<file path="config.mk">
export PLATFORM = sky130hd
export DESIGN_NAME = instr_loader
export DESIGN_NICKNAME = d
export VERILOG_FILES = /design/src/rtl/instr_loader.sv
export SDC_FILE = /design/constraint.sdc
export NUM_CORES = 1
export LEC_CHECK = 0
export BUFFER_PORTS_ARGS = -buffer_cell sky130_fd_sc_hd__buf_2
export CAP_MARGIN = 25
export CORE_MARGIN = 5
export CORE_UTILIZATION = 40
export DETAILED_ROUTE_END_ITERATION = 6
export PLACE_DENSITY = 0.64
export SLEW_MARGIN = 10
export SYNTH_ARGS = -nofsm -noshare
export SYNTH_HDL_FRONTEND = slang
export SYNTH_SLANG_ARGS = --single-unit
</file>
<file path="constraint.sdc">
create_clock -name clk -period 11.5 [get_ports clk]
set_input_delay 3.45 -clock clk [delete_from_list [all_inputs] [get_ports clk]]
set_output_delay 3.45 -clock clk [all_outputs]
set_load 0.005 [all_outputs]
</file>
<file path="src/rtl/instr_loader.sv">
// instr_loader: writer side of the instruction memory.
//
// Takes a byte stream over a valid/ready handshake, reads a 4-byte
// little-endian word count N, then assembles N little-endian 32-bit words and
// writes them to the instruction memory at byte addresses 0, 4, 8, ...
// The core is held in reset (cpu_rst=1) until the whole image has been
// written. A count of zero finishes immediately. A count above MAX_WORDS
// rejects the image, and the loader then stays in the error state until rst.
//
// Optional build macro: INSTR_LOADER_CHECKSUM_EN
//   When this macro is defined, the image is followed by one extra byte. That
//   byte must equal the mod-256 sum of all data bytes. The header bytes are
//   not part of the sum. A match leads to DONE. A mismatch leads to ERR.
//
// Ports:
//   clk        in   system clock, rising edge
//   rst        in   asynchronous active-high reset
//   in_data    in   [7:0] stream byte
//   in_valid   in   in_data valid
//   in_ready   out  loader accepts a byte this cycle
//   mem_we     out  one-cycle instruction memory write pulse
//   mem_addr   out  [ADDR_WIDTH-1:0] write byte address (word index * 4)
//   mem_wdata  out  [DATA_WIDTH-1:0] write data
//   cpu_rst    out  core reset, 1 = hold core
//   done       out  image loaded successfully
//   error      out  image rejected
module instr_loader #(
  parameter int DATA_WIDTH = 32,
  parameter int ADDR_WIDTH = 32,
  parameter int MAX_WORDS  = 256
) (
  input  logic                  clk,
  input  logic                  rst,
  input  logic [7:0]            in_data,
  input  logic                  in_valid,
  output logic                  in_ready,
  output logic                  mem_we,
  output logic [ADDR_WIDTH-1:0] mem_addr,
  output logic [DATA_WIDTH-1:0] mem_wdata,
  output logic                  cpu_rst,
  output logic                  done,
  output logic                  error
);

  localparam int IW = $clog2(MAX_WORDS) + 1;

  typedef enum logic [2:0] {
    S_HDR,
    S_DATA,
    S_DONE,
    S_ERR
`ifdef INSTR_LOADER_CHECKSUM_EN
    , S_CSUM
`endif
  } state_t;

  state_t                state_q, state_d;
  logic [1:0]            byte_cnt_q;
  logic [IW-1:0]         idx_q;
  logic [31:0]           count_q;
  logic [23:0]           word_q;
  logic                  mem_we_q;
  logic [ADDR_WIDTH-1:0] mem_addr_q;
  logic [DATA_WIDTH-1:0] mem_wdata_q;
  logic                  cpu_rst_q;
`ifdef INSTR_LOADER_CHECKSUM_EN
  logic [7:0]            csum_q;
`endif

  logic        ready_st;
  logic        accept;
  logic        last_byte;
  logic        last_word;
  logic [31:0] hdr_word;

  // Ready depends only on the state. It is independent of in_valid.
  always_comb begin
    ready_st = (state_q == S_HDR) || (state_q == S_DATA);
`ifdef INSTR_LOADER_CHECKSUM_EN
    if (state_q == S_CSUM) ready_st = 1'b1;
`endif
  end

  assign accept    = in_valid && ready_st;
  assign last_byte = (byte_cnt_q == 2'd3);
  // The header fills from the top, so the first byte ends up in bits [7:0].
  assign hdr_word  = {in_data, count_q[31:8]};
  assign last_word = ((32'(idx_q) + 32'd1) == count_q);

  // State register
  always_ff @(posedge clk or posedge rst) begin
    if (rst) state_q <= S_HDR;
    else     state_q <= state_d;
  end

  // Next-state logic
  always_comb begin
    state_d = state_q;
    case (state_q)
      S_HDR: begin
        if (accept && last_byte) begin
          if (hdr_word == 32'd0)
`ifdef INSTR_LOADER_CHECKSUM_EN
            state_d = S_CSUM;
`else
            state_d = S_DONE;
`endif
          else if (hdr_word > 32'(MAX_WORDS))
            state_d = S_ERR;
          else
            state_d = S_DATA;
        end
      end
      S_DATA: begin
        if (accept && last_byte && last_word)
`ifdef INSTR_LOADER_CHECKSUM_EN
          state_d = S_CSUM;
`else
          state_d = S_DONE;
`endif
      end
`ifdef INSTR_LOADER_CHECKSUM_EN
      S_CSUM: begin
        if (accept) state_d = (in_data == csum_q) ? S_DONE : S_ERR;
      end
`endif
      default: state_d = state_q;
    endcase
  end

  // Output decode
  always_comb begin
    in_ready  = ready_st && !rst;
    done      = (state_q == S_DONE);
    error     = (state_q == S_ERR);
    mem_we    = mem_we_q;
    mem_addr  = mem_addr_q;
    mem_wdata = mem_wdata_q;
    cpu_rst   = cpu_rst_q;
  end

  // Datapath: byte counting, word assembly and the registered write port
  always_ff @(posedge clk or posedge rst) begin
    if (rst) begin
      byte_cnt_q  <= '0;
      idx_q       <= '0;
      count_q     <= '0;
      word_q      <= '0;
      mem_we_q    <= 1'b0;
      mem_addr_q  <= '0;
      mem_wdata_q <= '0;
      cpu_rst_q   <= 1'b1;
`ifdef INSTR_LOADER_CHECKSUM_EN
      csum_q      <= '0;
`endif
    end else begin
      mem_we_q <= 1'b0;
      // Release the core one cycle after DONE, once the final write has landed.
      cpu_rst_q <= (state_q != S_DONE);
      if (accept && (state_q == S_HDR)) begin
        byte_cnt_q <= byte_cnt_q + 2'd1;
        count_q    <= hdr_word;
      end
      if (accept && (state_q == S_DATA)) begin
        byte_cnt_q <= byte_cnt_q + 2'd1;
`ifdef INSTR_LOADER_CHECKSUM_EN
        csum_q     <= csum_q + in_data;
`endif
        if (last_byte) begin
          mem_we_q    <= 1'b1;
          mem_wdata_q <= {in_data, word_q};
          mem_addr_q  <= ADDR_WIDTH'(idx_q) << 2;
          idx_q       <= idx_q + 1'b1;
        end else begin
          word_q <= {in_data, word_q[23:8]};
        end
      end
    end
  end

endmodule

</file>
==> metrics.cfg, run 1 <==
[clock_tree]
cts_setup_buffers = 0
clkTransAtPathRegs_ns = 0.08
worstSkewPairLatency_ns = 0.35
max-clock-path-buffers = 2
clock-sinks = 112
htree_levels = 3
cts_tree = built
holdBufCountCts = 0
cts_resized = 0
clock_tree.root_cell = clkbuf_16
numCtsBuffers = 9

[synth]
yosys.cell_types.count = 45
yosysSeqAreaShare_pct = 57.59
async_flop_share_pct = 100.0
netlist_area_um2 = 4868
ys_seq_elements = 112
synth_edf_count = 0
synthCells = 436
yosys-top-cells-area = dfrtp_1 57%, mux2_2 13%, nand2_1 10%, buf_4 3.5%, xnor2_1 3.1%
ys.flop_type = dfrtp_1
yosysTopAreaCellShare_pct = 57.05
postSynthAreaPerCell_um2 = 11.17
synth_warnings = 0
yosys.area.top_type = dfrtp_1

[grt]
grt-ovfl-total = 0
antenna_found_initial = 0
groute.usage.overall_pct = 14.13
grt_pass1_vias = 3197
grt_max_degree = 60
grt_pass1_wl_mm = 16.31

[setup_path]
crit_path_end_kind = primary output
timing.rr.start = byte_cnt_q[0]$_DFFE_PP0P_
worst-endpoint-arrival_ns = 3.76
r2r-end = idx_q[8]$_DFFE_PP0P_
crit_path_frequent_cell = buf_2
crit_start = rst
rr_worst_depth = 7
crit_path_end = in_ready
critical_path_required_ns = 8.05
criticalPathCategory = in2out
cp_max_fo = 2
cp-start-kind = primary input
cpPeakStageDelay_ns = 0.12
path_cells = buf_2, nor2_1, buf_2
slowest_stage = buf_2
ff2ff_setup_slack_ns = 8.73

[placement]
placed_area_um2 = 5192
place.gp.congestion = 0.8678
port_buffers = 56
dp_hpwl_mm = 6.826
dp.cells = 621

[floorplan]
io_pins = 80
die_area_um2 = 14480
start_util_pct = 40.70
row_count = 40
dieWidth_um = 120.3
core_um2 = 11960
die_h_um = 120.3

[min_path]
hold_depth = 2
hold_path.class = reg2reg

[sta]
setup_viol = 0
rsz0062_at_grt = no
hold_violations = 0
max_slew.worst_pin.slew_ns = 0.9368
slew_headroom_pct = 37.55
finalMaxSlewViolations = 0
finalSetupTns_ns = 0
clock.fmax_ghz = 0.1388
period_share_pct = 62.66
fin_skew_ns = 0.01229
fin_crit_ns = 7.206
fin_hold_ws_ns = 0.4695

[power_and_ir_drop]
clkPwrFrac_pct = 44.4
power_uw = 731.3
switching_power_uw = 153.9
comb_power_share_pct = 1.8
cellLeakagePower_nw = 3.001
p_int_uw = 577.4
peakVddDrop_uv = 66.88
seqPwrFrac_pct = 53.8
switching_share_pct = 21.05
p_per_area_nw_per_um2 = 132.8

[outcome]
outcome = completed

[routing]
wire_per_inst_um = 15.30
viasPerCell = 4.939
wl_mm = 9.748
ant_nets = 0
detailroute.via_count = 3146
first_pass_iters = 4
drc = 0
drt_iter0_drc = 134

[final_layout]
layout-drive-gt1-share_pct = 29.39
syn_to_final_growth_pct = 13.08
instances_no_fill = 637
stdcell_area_um2 = 5505
num-nets-final = 498
antennaDiodeCount = 0

[run]
maxCapViolCount = 0

power groups by stage:
stage	Sequential, mW	Clock, mW	Combinational, mW
2_1_floorplan	0.401	0	0.0132
3_3_place_gp	0.401	0	0.0134
3_5_place_dp	0.401	0	0.0137
4_1_cts	0.393	0.331	0.0137
5_1_grt	0.393	0.346	0.0158
6_report	0.394	0.324	0.0133
flip-flops by register name, summed over array words and instances (netlist names):
signal      flops
mem_wdata      32
word_q         24
cpu_rst         1
count_q        32
mem_addr        9
idx_q           9
byte_cnt_q      2
mem_we          1
state_q         2
synthesized netlist by cell type, types with 3 or more instances:
cell type	instances
xor2_1	4
clkbuf_1	10
inv_1	3
or4_1	7
nor3_1	4
nand3b_1	3
mux2_2	57
nand2_1	132
dfrtp_1	111
nand4_1	3
buf_2	5
buf_1	4
buf_4	23
nor2_1	10
a21oi_1	3
xnor2_1	17
nand3_1	7
layout by cell type, fill, tap and decap left out, types with 4 or more instances in the layout:
master,count
buf_2,56
xor2_1,4
nor2_1,9
dfrtp_1,111
xnor2_1,17
mux2_2,57
or4_1,7
conb_1,23
nand2_1,132
clkbuf_16,9
nand3_1,7
final cells by class:
class	count	area, um^2
inverters	5	21.27
multi-input cells	298	1881
clock inverters	5	60.06
fillers	1117	6456
flip-flops and latches	112	2804
clock buffers	11	252.7
well taps	147	183.9
repair buffers	59	302.8
critical path, delay by kind of cell:
kind,cells,cell delay (ns)
simple gates,1,0.07
buf+inv,2,0.24
worst min path at each step:
| stage | end | start | slack (ns) |
|---|---|---|---|
| 6_report | mem_wdata[2]$_DFFE_PP0P_ | word_q[2]$_DFFE_PP0P_ | 0.47 |
| 5_1_grt | mem_addr[9]$_DFFE_PP0P_ | mem_addr[9]$_DFFE_PP0P_ | 0.49 |
| 4_1_cts | mem_wdata[2]$_DFFE_PP0P_ | word_q[2]$_DFFE_PP0P_ | 0.47 |
| 3_5_place_dp | mem_wdata[2]$_DFFE_PP0P_ | word_q[2]$_DFFE_PP0P_ | 0.45 |
| 3_3_place_gp | mem_wdata[2]$_DFFE_PP0P_ | word_q[2]$_DFFE_PP0P_ | 0.45 |
| 2_1_floorplan | mem_wdata[0]$_DFFE_PP0P_ | word_q[0]$_DFFE_PP0P_ | 0.43 |
logic make-up (layout without fill, tap and decap cells):
| family | Yosys count | count (layout) | synth area share, % |
|---|---|---|---|
| simple gates | 179 | 179 | 16.42 |
| flops | 112 | 112 | 57.59 |
| mux | 57 | 57 | 13.18 |
| buf+inv | 48 | 80 | 5.628 |
| xor+xnor | 21 | 21 | 3.778 |
| compound gates | 16 | 16 | 2.802 |
| fa+ha+maj | 2 | 2 | 0.5139 |
| other cells | 1 | 23 | 0.07703 |
per-stage QoR:
step | util [%] | setup slack [ns]
floorplan | - | 4.505
global placement | 43.41 | 4.286
detailed placement | 43.41 | 4.294
CTS | 46.03 | 4.293
global route | 46.03 | 4.256
finish | 46.03 | 4.294
per-layer routing:
metal	up-vias	part of all wire (%)	global-route usage, %
li1	1513	-	-
met1	1544	47	18.93
met2	76	46	22.27
met3	13	4.9	3.087
met4	0	2.2	5.949
met5	-	0	0
No activity file was read; power rests on OpenSTA's default activity.
==> run 2: changes to the inputs <==
ABC_AREA = 1   (was not set)
clock period = 7.1 ns   (was 11.5 ns; I/O delays follow)
==> run 2 against run 1 <==
  * Utilization decreased by 0.098 points
  * Register-to-register slack lost 3.5 ns
  * Sequential power rose by 62%
  * Global-route usage up 0.35 points
  * Cell area is 0.20% higher
  * Worst setup slack worse by 1.8 ns
  * Synthesized area grew 0.39%
  * Highest routed layer unchanged
  * First-iteration DRC count is 140% higher
  * Routed wire length increased by 1.5%
==> metrics.cfg, run 2 <==
[outcome]
outcome = completed

[setup_path]
rr_worst_depth = 12
cp_max_fo = 2
cp-start-kind = primary input
path_depth = 3
criticalPathCategory = in2out
path_cells = buf_2, nor2_1, buf_2
worst-endpoint-arrival_ns = 2.44
slowest_stage = buf_2
critical_path_required_ns = 4.97
cpPeakStageDelay_ns = 0.12
path_buf_inv = 2
crit_path_end_kind = primary output
crit_path_frequent_cell = buf_2
cp_top_family = buffers and inverters

[clock_tree]
cts_tree = built
holdBufCountCts = 0
numCtsBuffers = 9
cts_resized = 0
worstSkewPairLatency_ns = 0.36
cts_setup_buffers = 0
clock-sinks = 112
htree_levels = 3
clock_tree.root_cell = clkbuf_16
clkTransAtPathRegs_ns = 0.07
max-clock-path-buffers = 2

[floorplan]
die_h_um = 120.5
dieWidth_um = 120.5
row_count = 40
io_pins = 80
die_area_um2 = 14530
core_um2 = 12010
start_util_pct = 40.69

[sta]
rsz0062_at_grt = no
max_slew.worst_pin.slew_ns = 0.7704
period_share_pct = 64.39
hold_violations = 0
finalSetupTns_ns = 0
fin_skew_ns = 0.008765
fin_crit_ns = 4.572
slew_headroom_pct = 48.64
worst_slack_ns = 2.528
finalMaxSlewViolations = 0
setup_viol = 0
clock.fmax_ghz = 0.2187

[synth]
yosysTopAreaCellShare_pct = 56.84
synth_edf_count = 0
yosys.area.top_type = dfrtp_1
ys_seq_elements = 112
async_flop_share_pct = 100.0
ys_top_cells_by_count = 168 x nand2_1, 111 x dfrtp_1, 86 x o21ai_0, 70 x inv_1, 28 x nand3_1
synth_warnings = 0
yosys-top-cells-area = dfrtp_1 57%, nand2_1 13%, o21ai_0 8.8%, inv_1 5.4%, buf_4 3.5%
yosysSeqAreaShare_pct = 57.37
synthCells = 570
yosys.cell_types.count = 27
ys.flop_type = dfrtp_1
yosysMostFrequentCell = nand2_1
netlist_area_um2 = 4887
postSynthAreaPerCell_um2 = 8.574

[run]
maxCapViolCount = 0

[routing]
first_pass_iters = 4
viasPerCell = 4.699
wire_per_inst_um = 12.83
wl_mm = 9.892
detailroute.via_count = 3623
ant_nets = 0
drt_iter0_drc = 321
drc = 0

[final_layout]
fin_util_pct = 45.93
final_cell_mix = 167 x nand2_1, 111 x dfrtp_1, 86 x o21ai_0
num-nets-final = 632
syn_to_final_growth_pct = 12.88
antennaDiodeCount = 0
layout-drive-gt1-share_pct = 14.74
final_common_cell = nand2_1

[placement]
dp_hpwl_mm = 6.921
place.gp.congestion = 0.8130
dp_slack_ns = 2.524
port_buffers = 56

[grt]
antenna_found_initial = 0
grt_pass1_wl_mm = 17.05
grt_pass1_vias = 3494
groute.usage.overall_pct = 14.48
grt_max_degree = 87
grt-ovfl-total = 0

[power_and_ir_drop]
switching_share_pct = 22.32
clkPwrFrac_pct = 44.4
switching_power_uw = 264.9
p_int_uw = 921.6
cellLeakagePower_nw = 2.822
seqPwrFrac_pct = 53.7
p_per_area_nw_per_um2 = 215.1
power_mw = 1.186
comb_power_share_pct = 1.9
peakVddDrop_uv = 103.0

[min_path]
hold_depth = 2
hold_path.class = reg2reg

## run 2: changes by cell type in the layout (fill, tap and decap cells not counted), moves of 7 or more
cell     delta
nand2_1    +35
or4_1       -7
o21ai_0    +86
inv_1      +67
mux2_2     -55
nand3_1    +21
nor2_1     +18
xnor2_1    -16
## run 2: tightest hold or removal path: cells and delay by family (launching register included)
| kind | cells | cell delay, ns |
|---|---|---|
| flip-flops | 1 | 0.34 |
| AND/OR/NAND/NOR | 2 | 0.10 |
## run 2: area by class of cell
cell class / instances / area, um^2
Fill cell: 1174 / 6495
Sequential cell: 112 / 2804
Tap cell: 147 / 183.9
Inverter: 70 / 265.3
Multi-Input combinational cell: 366 / 1644
Clock inverter: 7 / 83.83
Timing Repair Buffer: 60 / 310.3
Clock buffer: 9 / 225.2
## run 2: worst paths after layout
kind | from | end | slack (ns)
hold reg to reg | word_q[2]$_DFFE_PP0P_ | mem_wdata[2]$_DFFE_PP0P_ | 0.47
min in group asynchronous | rst | idx_q[5]$_DFFE_PP0P_ | 1.88
setup reg to reg | idx_q[0]$_DFFE_PP0P_ | state_q[0]$_DFFE_PP0P_ | 5.20
setup / recovery | rst | in_ready | 2.53
max in group asynchronous | rst | word_q[2]$_DFFE_PP0P_ | 4.02
hold / removal | word_q[2]$_DFFE_PP0P_ | mem_wdata[2]$_DFFE_PP0P_ | 0.47
## run 2: metrics by stage
step	cell area, um^2	hold slack (ns)	cells
2_1_floorplan	4970	0.4422	592
3_3_place_gp	5207	0.4556	755
3_5_place_dp	5207	0.4552	755
4_1_cts	5517	0.4756	771
5_1_grt	5517	0.4931	771
6_report	5517	0.4721	771
## run 2: cells by family after synthesis
logic type	count (synthesis)	synth area share, %
xor+xnor	2	0.3585
mux	2	0.4608
flops	112	57.37
simple gates	238	20.17
compound gates	99	10.32
fa+ha+maj	2	0.5120
other cells	1	0.07673
buf+inv	114	10.73
## run 2: power groups by stage
stage          Combinational [mW]  Clock [mW]  Sequential [mW]
4_1_cts                    0.0230       0.539            0.637
3_5_place_dp               0.0228           0            0.650
5_1_grt                    0.0267       0.566            0.637
3_3_place_gp               0.0225           0            0.650
2_1_floorplan              0.0232           0            0.650
6_report                   0.0220       0.527            0.637
## run 2: layer usage
layer  GRT usage [%]  part of all wire, %  routed length, um
met1           19.76                   47               4607
met2           22.95                   47               4658
met3           2.853                  4.4                438
met4           5.453                  1.9                187
met5               0                    0                  0
